`src/rtl/pc_stack.sv`:
```
// pc_stack: fetch-stage program counter with PC-relative branch, stall,
// and a DEPTH-entry return-address stack with sticky overflow/underflow flags.
module pc_stack #(
  parameter int unsigned   D          = 10,
  parameter int unsigned   OFFW       = 8,
  parameter int unsigned   DEPTH      = 4,
  parameter logic [D-1:0]  RESET_ADDR = '0
) (
  input  logic                         clk,
  input  logic                         reset,
  input  logic                         start,
  input  logic                         stall,
  input  logic                         jumpEn,
  input  logic [D-1:0]                 target,
  input  logic                         branchEn,
  input  logic                         branchTaken,
  input  logic [OFFW-1:0]              offset,
  input  logic                         callEn,
  input  logic                         retEn,
  output logic [D-1:0]                 programCounter,
  output logic [$clog2(DEPTH+1)-1:0]   stackDepth,
  output logic                         stackOverflow,
  output logic                         stackUnderflow
);

  localparam int unsigned DW = $clog2(DEPTH + 1);
  localparam int unsigned AW = (DEPTH > 1) ? $clog2(DEPTH) : 1;

  logic [D-1:0]  pc_q, pc_d;
  logic [DW-1:0] depth_q, depth_d;
  logic          ovf_q, ovf_d;
  logic          unf_q, unf_d;
  logic          push;
  logic [D-1:0]  pc_inc;
  logic [D-1:0]  pc_br;
  logic [AW-1:0] push_idx;
  logic [AW-1:0] pop_idx;
  logic          stack_full;
  logic          stack_empty;

  logic [D-1:0]  stack_mem [DEPTH];

  assign programCounter = pc_q;
  assign stackDepth     = depth_q;
  assign stackOverflow  = ovf_q;
  assign stackUnderflow = unf_q;

  // Next-state selection: requests resolved strictly by priority.
  always_comb begin
    pc_d        = pc_q;
    depth_d     = depth_q;
    ovf_d       = ovf_q;
    unf_d       = unf_q;
    push        = 1'b0;
    pc_inc      = pc_q + D'(1);
    pc_br       = pc_q + D'($signed(offset));
    push_idx    = AW'(depth_q);
    pop_idx     = AW'(depth_q - DW'(1));
    stack_full  = (depth_q == DW'(DEPTH));
    stack_empty = (depth_q == '0);

    if (start) begin
      pc_d    = RESET_ADDR;
      depth_d = '0;
      ovf_d   = 1'b0;
      unf_d   = 1'b0;
    end else if (stall) begin
      pc_d = pc_q;
    end else if (retEn) begin
      if (!stack_empty) begin
        pc_d    = stack_mem[pop_idx];
        depth_d = depth_q - DW'(1);
      end else begin
        pc_d  = pc_inc;
        unf_d = 1'b1;
      end
    end else if (callEn) begin
      pc_d = target;
      if (!stack_full) begin
        push    = 1'b1;
        depth_d = depth_q + DW'(1);
      end else begin
        ovf_d = 1'b1;
      end
    end else if (jumpEn) begin
      pc_d = target;
    end else if (branchEn && branchTaken) begin
      pc_d = pc_br;
    end else begin
      pc_d = pc_inc;
    end
  end

  // Architectural state register with asynchronous active-low reset.
  always_ff @(posedge clk or negedge reset) begin
    if (!reset) begin
      pc_q    <= RESET_ADDR;
      depth_q <= '0;
      ovf_q   <= 1'b0;
      unf_q   <= 1'b0;
    end else begin
      pc_q    <= pc_d;
      depth_q <= depth_d;
      ovf_q   <= ovf_d;
      unf_q   <= unf_d;
    end
  end

  // Return-address storage; contents are not cleared by reset, only the depth is.
  always_ff @(posedge clk) begin
    if (reset && push) begin
      stack_mem[push_idx] <= pc_inc;
    end
  end

endmodule

```
`config.mk`:
```
export PLATFORM = sky130hd
export DESIGN_NAME = pc_stack
export DESIGN_NICKNAME = d
export VERILOG_FILES = /design/src/rtl/pc_stack.sv
export SDC_FILE = /design/constraint.sdc
export NUM_CORES = 1
export LEC_CHECK = 0
export BUFFER_PORTS_ARGS = -buffer_cell sky130_fd_sc_hd__buf_2
export CAP_MARGIN = 25
export CORE_ASPECT_RATIO = 0.75
export CORE_MARGIN = 4
export CORE_UTILIZATION = 25
export CTS_BUF_LIST = sky130_fd_sc_hd__clkbuf_4 sky130_fd_sc_hd__clkbuf_8
export DETAILED_ROUTE_END_ITERATION = 12
export PLACE_DENSITY_LB_ADDON = 0.25
export SYNTH_ARGS = -nofsm -noshare
export SYNTH_HDL_FRONTEND = slang
export SYNTH_SLANG_ARGS = --single-unit
```
`constraint.sdc`:
```
create_clock -name clk -period 2.2 [get_ports clk]
set_input_delay 0.44 -clock clk [delete_from_list [all_inputs] [get_ports clk]]
set_output_delay 0.44 -clock clk [all_outputs]
set_load 0.02 [all_outputs]
```
## Word-level counts from Yosys, hierarchy flattened

Memories as Yosys holds them, arrays and structs flattened.
Cells that the tools add are included.

- Mux-type cells: 29
- Equality and inequality tests: 5
- Reduce and logical (&&, ||, !) cells: 11
- $add $sub $neg: 4

Operators with widths:

| kind | number |
|---|---|
| 2-to-1 mux 10 bit | 7 |
| 2-to-1 mux 3 bit | 6 |
| 2-to-1 mux 1 bit | 16 |
| adder 10 x 1 -> 10 bit (second input constant) | 1 |
| adder 10 bit | 1 |
| AND reduction 4 bit | 2 |
| nonzero test 2 bit | 4 |
| inequality test 3 bit (second input constant) | 2 |
| inequality test 2 bit (second input constant) | 2 |
| adder 3 x 1 -> 3 bit (second input constant) | 1 |
| equality test 3 bit (second input constant) | 1 |
| zero test 3 bit | 1 |
| AND reduction 3 bit | 1 |
| nonzero test 3 bit | 1 |
| subtractor 3 x 1 -> 3 bit (second input constant) | 1 |
| logical AND 1 bit | 2 |

- Bits of input ports: 27
- Bits in writable memories: 40
- Memories kept: 1
- Bits in registers: 15

Memories:

| memory | words | bits a word | read ports | clocked after Yosys merged registers in | wr ports | line | RTL |
|---|---|---|---|---|---|---|---|
| stack_mem | 4 | 10 | 1 | 0 | 1 | 41 | `logic [D-1:0] stack_mem [DEPTH];` |

## Longest topological paths before layout

Gate-level depths: netlist of the first run.

- Depth in word-level cells: 9
- Depth in mapped cells: 11
- Mapped depth without buffers: 9

## Least setup slack after synthesis of the first run

OpenSTA, ideal clock, no wires.

- Kind: reg-to-reg
- Start: register depth_q[0], in the netlist stackDepth[0]
- End: register depth_q[2], in the netlist stackDepth[2]
- Data arrival time: 2.489 ns
- Data required time: 2.123 ns
- Clock period less this slack: 2.566 ns
- Stages on the path, launching flop included: 12
- Buffers on the path: 2
- Slack: -0.366 ns
- Setup time: 0.077 ns
- Path through: dfrtp_1 buf_2 inv_1 ha_1 ha_1 and3b_1 clkbuf_1 a211o_1 nand3b_1 o21ai_0 a21oi_1 o21ai_1

- Word-level cells in the longest chain between the ends: 6
- Elaborated cells on any way between the ends: 13
- Those cells by class: 2 x add/sub; 3 x eq/ne; 6 x mux; 2 x reduce/logical

Ends and longest elaborated chain:

| item | line | RTL |
|---|---|---|
| from (decl) | 30 | `logic [DW-1:0] depth_q, depth_d;` |
| from (signal assigned) | 103 | `depth_q <= depth_d;` |
| adder 3 x 1 -> 3 bit | 81 | `depth_d = depth_q + DW'(1);` |
| 2-to-1 mux 3 bit | 79 | `if (!stack_full) begin` |
| 2-to-1 mux 3 bit | 77 | `end else if (callEn) begin` |
| 2-to-1 mux 3 bit | 69 | `end else if (retEn) begin` |
| 2-to-1 mux 3 bit | 67 | `end else if (stall) begin` |
| 2-to-1 mux 3 bit | 62 | `if (start) begin` |

Several ways; a longest one is shown, not always the timed one. The select of a mux whose other input is x is not followed.
A chain may end at the register's enable or synchronous reset.

## Worst setup path in the final report of the first run

- Start: register pc_q[3], in the netlist programCounter[3]
- End: register pc_q[9], in the netlist programCounter[9]

- Word-level cells in the longest chain between the ends: 7
- Elaborated cells on any way between the ends: 9
- Those cells by class: 2 x add/sub; 7 x mux

Ends and longest elaborated chain:

| item | line | RTL |
|---|---|---|
| from (decl) | 29 | `logic [D-1:0] pc_q, pc_d;` |
| from (signal assigned) | 102 | `pc_q <= pc_d;` |
| adder 10 x 1 -> 10 bit or adder 10 bit (tied branches) | 55, 56 |  |
| 2-to-1 mux 10 bit | 87 | `end else if (branchEn && branchTaken) begin` |
| 2-to-1 mux 10 bit | 85 | `end else if (jumpEn) begin` |
| 2-to-1 mux 10 bit | 77 |  |
| 2-to-1 mux 10 bit (*) | 69 |  |
| 2-to-1 mux 10 bit (*) | 67 |  |
| 2-to-1 mux 10 bit (*) | 62 |  |

Every way passes the cells marked *; elsewhere a longest branch is shown, timed or not. The select of a mux whose other input is x is not followed.

==> results of run 1 <==
==> synthesized netlist by cell type, types with 4 or more instances <==
| cell type | number |
|---|---|
| sky130_fd_sc_hd__nand3b_1 | 4 |
| sky130_fd_sc_hd__xnor2_1 | 8 |
| sky130_fd_sc_hd__inv_1 | 10 |
| sky130_fd_sc_hd__nor2_1 | 14 |
| sky130_fd_sc_hd__and3_1 | 4 |
| sky130_fd_sc_hd__buf_2 | 4 |
| sky130_fd_sc_hd__nand2_1 | 20 |
| sky130_fd_sc_hd__edfxtp_1 | 40 |
| sky130_fd_sc_hd__a221oi_1 | 4 |
| sky130_fd_sc_hd__o21ai_0 | 13 |
| sky130_fd_sc_hd__a22oi_1 | 4 |
| sky130_fd_sc_hd__nand3_1 | 6 |
| sky130_fd_sc_hd__ha_1 | 16 |
| sky130_fd_sc_hd__a31oi_1 | 5 |
| sky130_fd_sc_hd__nor3_1 | 8 |
| sky130_fd_sc_hd__and2_1 | 6 |
| sky130_fd_sc_hd__a21oi_1 | 13 |
| sky130_fd_sc_hd__a21o_1 | 6 |
| sky130_fd_sc_hd__mux4_2 | 10 |
| sky130_fd_sc_hd__dfrtp_1 | 15 |
| sky130_fd_sc_hd__clkbuf_1 | 5 |
==> area by class of cell <==
| type | count | area share (%) |
|---|---|---|
| inverter | 10 | 0.955 |
| sequential | 55 | 40.2 |
| multi-input combinational | 188 | 38.3 |
| clock buffer | 5 | 1.75 |
| clock inverter | 3 | 0.669 |
| timing repair buffer | 76 | 12.9 |
| tap | 166 | 5.29 |
==> worst max-delay path: cells and delay by family, from the launching register on <==
family                     cells  cell delay (ns)
AOI/OAI and AO/OA              5             1.02
DFF                            1             0.43
adders and majority gates      1             0.28
buffers and inverters          1             0.15
and+or+nand+nor                1             0.14
==> through the flow <==
stage,cell area (sq um),util (%)
5_1_grt,3930,31.9
3_5_place_dp,3810,30.9
2_1_floorplan,3190,-
4_1_cts,3900,31.7
3_3_place_gp,3810,30.9
6_report,3930,31.9
==> routing by layer <==
metal | wire (um) | global-route usage (%) | vias to the layer above | share of wire [%]
met4 | 42 | 1.90 | 0 | 0.48
met3 | 698 | 3.10 | 4 | 8.0
met5 | 0 | 0 | - | 0
li1 | - | - | 1162 | -
met2 | 3500 | 16.7 | 83 | 40
met1 | 4440 | 19.6 | 1177 | 51
==> final timing paths <==
path,startpoint,end,slack [ns],depth (start not counted)
worst max-delay path,programCounter[3]$_DFFE_PN0N_,programCounter[9]$_DFFE_PN0N_,0.09,8
worst min-delay path,reset,programCounter[5]$_DFFE_PN0N_,0.16,2
worst max register to register,programCounter[3]$_DFFE_PN0N_,programCounter[9]$_DFFE_PN0N_,0.09,8
worst min register to register,stackUnderflow$_DFFE_PN0P_,stackUnderflow$_DFFE_PN0P_,0.52,2
max in group asynchronous,reset,stackDepth[0]$_DFFE_PN0P_,1.82,2
min in group clk,target[5],programCounter[5]$_DFFE_PN0N_,0.43,3
==> state kept, by name (all words and copies together), names as in the netlist <==
name	flops
stack_mem	40
programCounter	10
stackDepth	3
stackOverflow	1
stackUnderflow	1
==> logic make-up (layout without fill, tap and decap cells) <==
family | Yosys count | in the layout
buf+inv | 22 | 94
mux | 13 | 13
xor+xnor | 11 | 11
simple gates | 80 | 80
fa+ha+maj | 17 | 17
flops | 55 | 55
compound gates | 67 | 67
==> where the power goes <==
| group | internal, mW | total [mW] | switching (mW) |
|---|---|---|---|
| clock network | 0.235 | 0.606 | 0.371 |
| logic | 0.797 | 1.75 | 0.953 |
| registers | 1.27 | 1.34 | 0.0675 |
| total | 2.30 | 3.70 | 1.39 |
==> repair_timing <==
action / in CTS / in global routing
hold endpoints to repair: 0 / 0
endpoints found under the setup margin: 0 / 3
resized for setup: 0 / 3
setup buffers: 0 / 1
==> impl_metrics.csv, run 1 <==
group,metric,value,unit
yosys,synth.net_count,309,
pwr,total_power,3.70,mW
die,initial_core_util,25.7,%
yosys,yosys.area_share.xor_xnor,3.05,%
timing,rsz0062_at_grt,"yes",
setup_path,path_max_fanout,3,
die,placementRows,35,
timing,slew-limit-headroom,67.9,%
timing,maxClockFrequency,0.475,GHz
pwr,power_per_cell_area,941,nW/um^2
setup_path,cp_data_arrival_time,2.37,ns
yosys,muxShareOfSynthArea,8.16,%
cts,cts.hold.buffers_added,0,
setup_path,setup.worst_path.class,"reg -> reg",
routing,detail_route.first_pass.iterations,4,
die,pin_count,42,
routing,routed_vias,2426,
routing,wire_per_inst,17.3,um
setup_path,timing.critical_path.required,2.46,ns
cts,cts_buffers,5,
final_layout,synthToLayoutAreaGrowth,24.4,%
yosys,synth-compound-area-share,14.7,%
global_routing,largest_net_degree_at_the_start_of_global_routing,20,
global_routing,wire_length_of_the_first_global_routing_pass,13500,um
yosys,yosys_most_used_dff,"sky130_fd_sc_hd__edfxtp_1",
yosys,synthCells,265,
final_layout,mostFrequentLayoutCell,"sky130_fd_sc_hd__buf_2",
yosys,synth-simple-area-share,13.7,%
final_layout,multi_input_comb_area,1510,sq um
yosys,yosys_register_bits,55,
yosys,async_sr_flop_fraction,27.3,%
setup_path,cp_slowest_cell,"sky130_fd_sc_hd__dfrtp_1",
yosys,sequential_element_share_of_the_synthesized_area,49.9,%
cts,cts.clk_slew.worst_paths,0.11,ns
placement,hpwlAfterDp,6710,um
placement,pre_cts_ws,-0.124,ns
routing,drt-total-wl,8680,um
global_routing,grt_pass1_vias,2406,
routing,drt_drc_violations_left,0,
timing,finalCriticalPeriod,2.11,ns
cts,cts_tree,"yes",
setup_path,setup.worst_path.start_class,"flip-flop",
cts,clock-sinks,55,
yosys,synth.top_cell.area_share,38.0,%
yosys,ys_types,54,
run,cap_viol_max_count,0,
yosys,synth.area.top_cells,"sky130_fd_sc_hd__edfxtp_1, sky130_fd_sc_hd__dfrtp_1, sky130_fd_sc_hd__mux4_2, sky130_fd_sc_hd__ha_1, sky130_fd_sc_hd__nand2_1",
placement,io_buffer_count,41,
timing,sum_of_negative_setup_slack,0,ns
global_routing,grt_antenna_before_repair,0,
global_routing,total_global_routing_overflow,0,
cts,htreeDepth,2,
timing,skew,0.0114,ns
cts,worst_skew_pair.late_latency,0.32,ns
final_layout,post_route_cells_drive_above_1_share,32.9,%
placement,place_inst,494,
timing,final_max_slew_viol_count,0,
hold_path,holdCritPathClass,"in -> async",
yosys,yosysWarnings,0,
pwr,total_leakage_power,1.55,nW
die,core-area,12300,sq um
yosys,synthesis.area_per_instance,11.9,sq um
setup_path,worst_path_largest_cell_delay,0.43,ns
routing,drt-vias-per-instance,4.82,
final_layout,layout_filler_cell_count,1263,
die,dieWidth,138,um
yosys,largest_family_of_logic_cells_by_synthesized_area,"compound AO/OA/AOI/OAI gates",
timing,fin_ws,0.0938,ns
timing,tightest_slew,0.482,ns
final_layout,insertedDiodeCount,0,
pwr,vdd.ir_drop.worst,0.000575,V
routing,route.antenna.remaining_nets,0,
yosys,synth_edf_count,40,
run_status,outcome,"finished, final reports clean",
die,die-area,14500,sq um
placement,final_weighted_congestion_in_routability_driven_placement,0.817,
yosys,synth_largest_area_cell,"sky130_fd_sc_hd__edfxtp_1",
setup_path,timing.critical_path.cells,"ha_4 -> a21o_1 -> a21oi_1 -> buf_4 -> a2111o_1 -> o31a_1 -> a2111oi_2 -> nand3b_1",
timing,timing.hold.ws,0.161,ns
yosys,adder_cell_share_of_the_synthesized_area,6.97,%
final_layout,final_net_count,380,
final_layout,final_cell_mix,"sky130_fd_sc_hd__buf_2, sky130_fd_sc_hd__edfxtp_1, sky130_fd_sc_hd__buf_4, sky130_fd_sc_hd__nand2_1",
die,die_height,105,um
timing,finalHoldViolations,0,
global_routing,track_usage,12.2,%
routing,drtIter0Drc,158,
timing,finalSetupViolations,0,
final_layout,stdcell_count,503,
cts,cts_buffer_depth,2,
final_layout,ff_latch_area,1580,sq um
timing,post-route-period-util,95.7,%
yosys,post_synthesis_cell_area,3160,sq um
cts,cts-root-buf,"sky130_fd_sc_hd__clkbuf_8",
setup_path,end_kind,"flip-flop",
Power figures use the tool's default switching activity.
==> run 2, diff against run 1 <==
==> constraint.sdc (replaced) <==
create_clock -name clk -period 2.4 [get_ports clk]
set_input_delay 0.48 -clock clk [delete_from_list [all_inputs] [get_ports clk]]
set_output_delay 0.48 -clock clk [all_outputs]
set_load 0.02 [all_outputs]
==> impl_metrics.csv, run 2 (synthesis gave the netlist of run 1 again) <==
group,metric,value,unit
run_status,outcome,"finished, final reports clean",
routing,route.antenna.remaining_nets,0,
cts,cts_buffers,5,
global_routing,grt_antenna_before_repair,0,
hold_path,holdCritPathClass,"in -> async",
setup_path,path_max_fanout,7,
pwr,vdd.ir_drop.worst,0.000511,V
cts,postCtsSetupRepairBufs,0,
routing,drtIter0Drc,164,
die,die-area,14500,sq um
setup_path,cp_data_arrival_time,2.48,ns
die,placementRows,35,
final_layout,final_core_util,30.4,%
cts,cts_tree,"yes",
cts,clock-sinks,55,
placement,hpwlAfterDp,6550,um
placement,io_buffer_count,41,
final_layout,stdcell_count,488,
placement,final_weighted_congestion_in_routability_driven_placement,0.832,
routing,met3_wirelength,677,um
setup_path,setup.worst_path.start_class,"flip-flop",
timing,finalHoldViolations,0,
cts,cts.clk_slew.worst_paths,0.11,ns
timing,final_max_slew_viol_count,0,
setup_path,setup.worst_path.class,"reg -> reg",
final_layout,final_net_count,365,
pwr,power_per_cell_area,859,nW/um^2
routing,top_layer_used,"met3",
placement,place_inst,480,
timing,finalCriticalPeriod,2.23,ns
global_routing,track_usage,11.9,%
routing,wl_met2,3400,um
timing,sum_of_negative_setup_slack,0,ns
timing,rsz0062_at_grt,"no",
cts,htreeDepth,2,
die,initial_core_util,25.7,%
placement,placedInstanceArea,3650,sq um
setup_path,end_kind,"flip-flop",
routing,drt-vias-per-instance,4.85,
die,die_height,105,um
timing,skew,0.00449,ns
die,core-area,12300,sq um
final_layout,final_area,3740,sq um
final_layout,post_route_cells_drive_above_1_share,27.3,%
routing,drt_drc_violations_left,0,
timing,tightest_slew,0.525,ns
timing,slew-limit-headroom,64.8,%
global_routing,largest_net_degree_at_the_start_of_global_routing,19,
global_routing,total_global_routing_overflow,0,
timing,post-route-period-util,93.0,%
run,cap_viol_max_count,0,
final_layout,largest-register,"stack_mem",
final_layout,max_reg_flops,40,
final_layout,final_cell_mix,"sky130_fd_sc_hd__buf_2, sky130_fd_sc_hd__edfxtp_1, sky130_fd_sc_hd__nand2_1, sky130_fd_sc_hd__buf_4, sky130_fd_sc_hd__ha_1",
global_routing,grt_pass1_vias,2360,
routing,drt-total-wl,8360,um
die,pin_count,42,
cts,cts_resized,0,
routing,routed_vias,2366,
routing,wire_per_inst,17.1,um
routing,detail_route.first_pass.iterations,4,
global_routing,wire_length_of_the_first_global_routing_pass,13300,um
cts,cts.hold.buffers_added,0,
setup_path,timing.critical_path.required,2.65,ns
timing,finalSetupViolations,0,
die,dieWidth,138,um
pwr,total_leakage_power,1.47,nW
routing,drt-met1-wl,4280,um
final_layout,insertedDiodeCount,0,
final_layout,mostFrequentLayoutCell,"sky130_fd_sc_hd__buf_2",
cts,worst_skew_pair.late_latency,0.31,ns
cts,cts-root-buf,"sky130_fd_sc_hd__clkbuf_8",
cts,cts_buffer_depth,2,
final_layout,synthToLayoutAreaGrowth,18.4,%
timing,maxClockFrequency,0.448,GHz
[run 2: cell count changes in the layout (fill, tap and decap cells not counted), moves of 2 or more]
cell,before,now
sky130_fd_sc_hd__buf_12,3,0
sky130_fd_sc_hd__buf_4,32,20
sky130_fd_sc_hd__ha_1,13,16
sky130_fd_sc_hd__ha_4,2,0
sky130_fd_sc_hd__inv_6,2,0
[run 2: routing by layer]
metal | vias up | GRT usage (%)
li1 | 1136 | -
met1 | 1160 | 19.0
met2 | 70 | 16.0
met3 | 0 | 3.48
met4 | 0 | 1.27
met5 | - | 0
[run 2: worst paths after layout]
kind	from	depth (start not counted)	to	slack, ns
min in group clk	target[5]	3	programCounter[5]$_DFFE_PN0N_	0.48
max	stackDepth[1]$_DFFE_PN0P_	9	stackDepth[2]$_DFFE_PN0P_	0.17
min	reset	2	programCounter[3]$_DFFE_PN0N_	0.18
max reg2reg	stackDepth[1]$_DFFE_PN0P_	9	stackDepth[2]$_DFFE_PN0P_	0.17
max in group asynchronous	reset	2	stackDepth[0]$_DFFE_PN0P_	2.00
min reg2reg	stackUnderflow$_DFFE_PN0P_	2	stackUnderflow$_DFFE_PN0P_	0.53
[run 2: through the flow]
step	worst slack, ns	total power, mW	hold WS (ns)
2_1_floorplan	0.0396	2.21	0.184
3_3_place_gp	0.0746	2.70	0.504
3_5_place_dp	0.0340	2.70	0.503
4_1_cts	0.166	3.25	0.198
5_1_grt	0.0247	3.44	0.203
6_report	0.168	3.21	0.185
[run 2: critical path: stages (launching register included)]
cell	delay, ns
sky130_fd_sc_hd__dfrtp_1	0.42
sky130_fd_sc_hd__inv_1	0.08
sky130_fd_sc_hd__ha_1	0.22
sky130_fd_sc_hd__ha_1	0.24
sky130_fd_sc_hd__and3b_1	0.31
sky130_fd_sc_hd__a211o_1	0.40
sky130_fd_sc_hd__nand3b_1	0.19
sky130_fd_sc_hd__o21ai_0	0.09
sky130_fd_sc_hd__a21oi_1	0.09
sky130_fd_sc_hd__o21ai_1	0.12
[run 2: area by class of cell]
| type | instances | area, sq um |
|---|---|---|
| Multi-Input combinational cell | 188 | 1470 |
| Tap cell | 166 | 208 |
| Clock inverter | 3 | 23.8 |
| Inverter | 10 | 37.5 |
| Fill cell | 1285 | 8560 |
| Clock buffer | 5 | 68.8 |
| Timing Repair Buffer | 61 | 355 |
| Sequential cell | 55 | 1580 |
[run 2: where the power goes]
part / switching (mW) / internal, mW
Clock: 0.331 / 0.212
Sequential: 0.0681 / 1.17
Combinational: 0.828 / 0.609
Total: 1.23 / 1.99
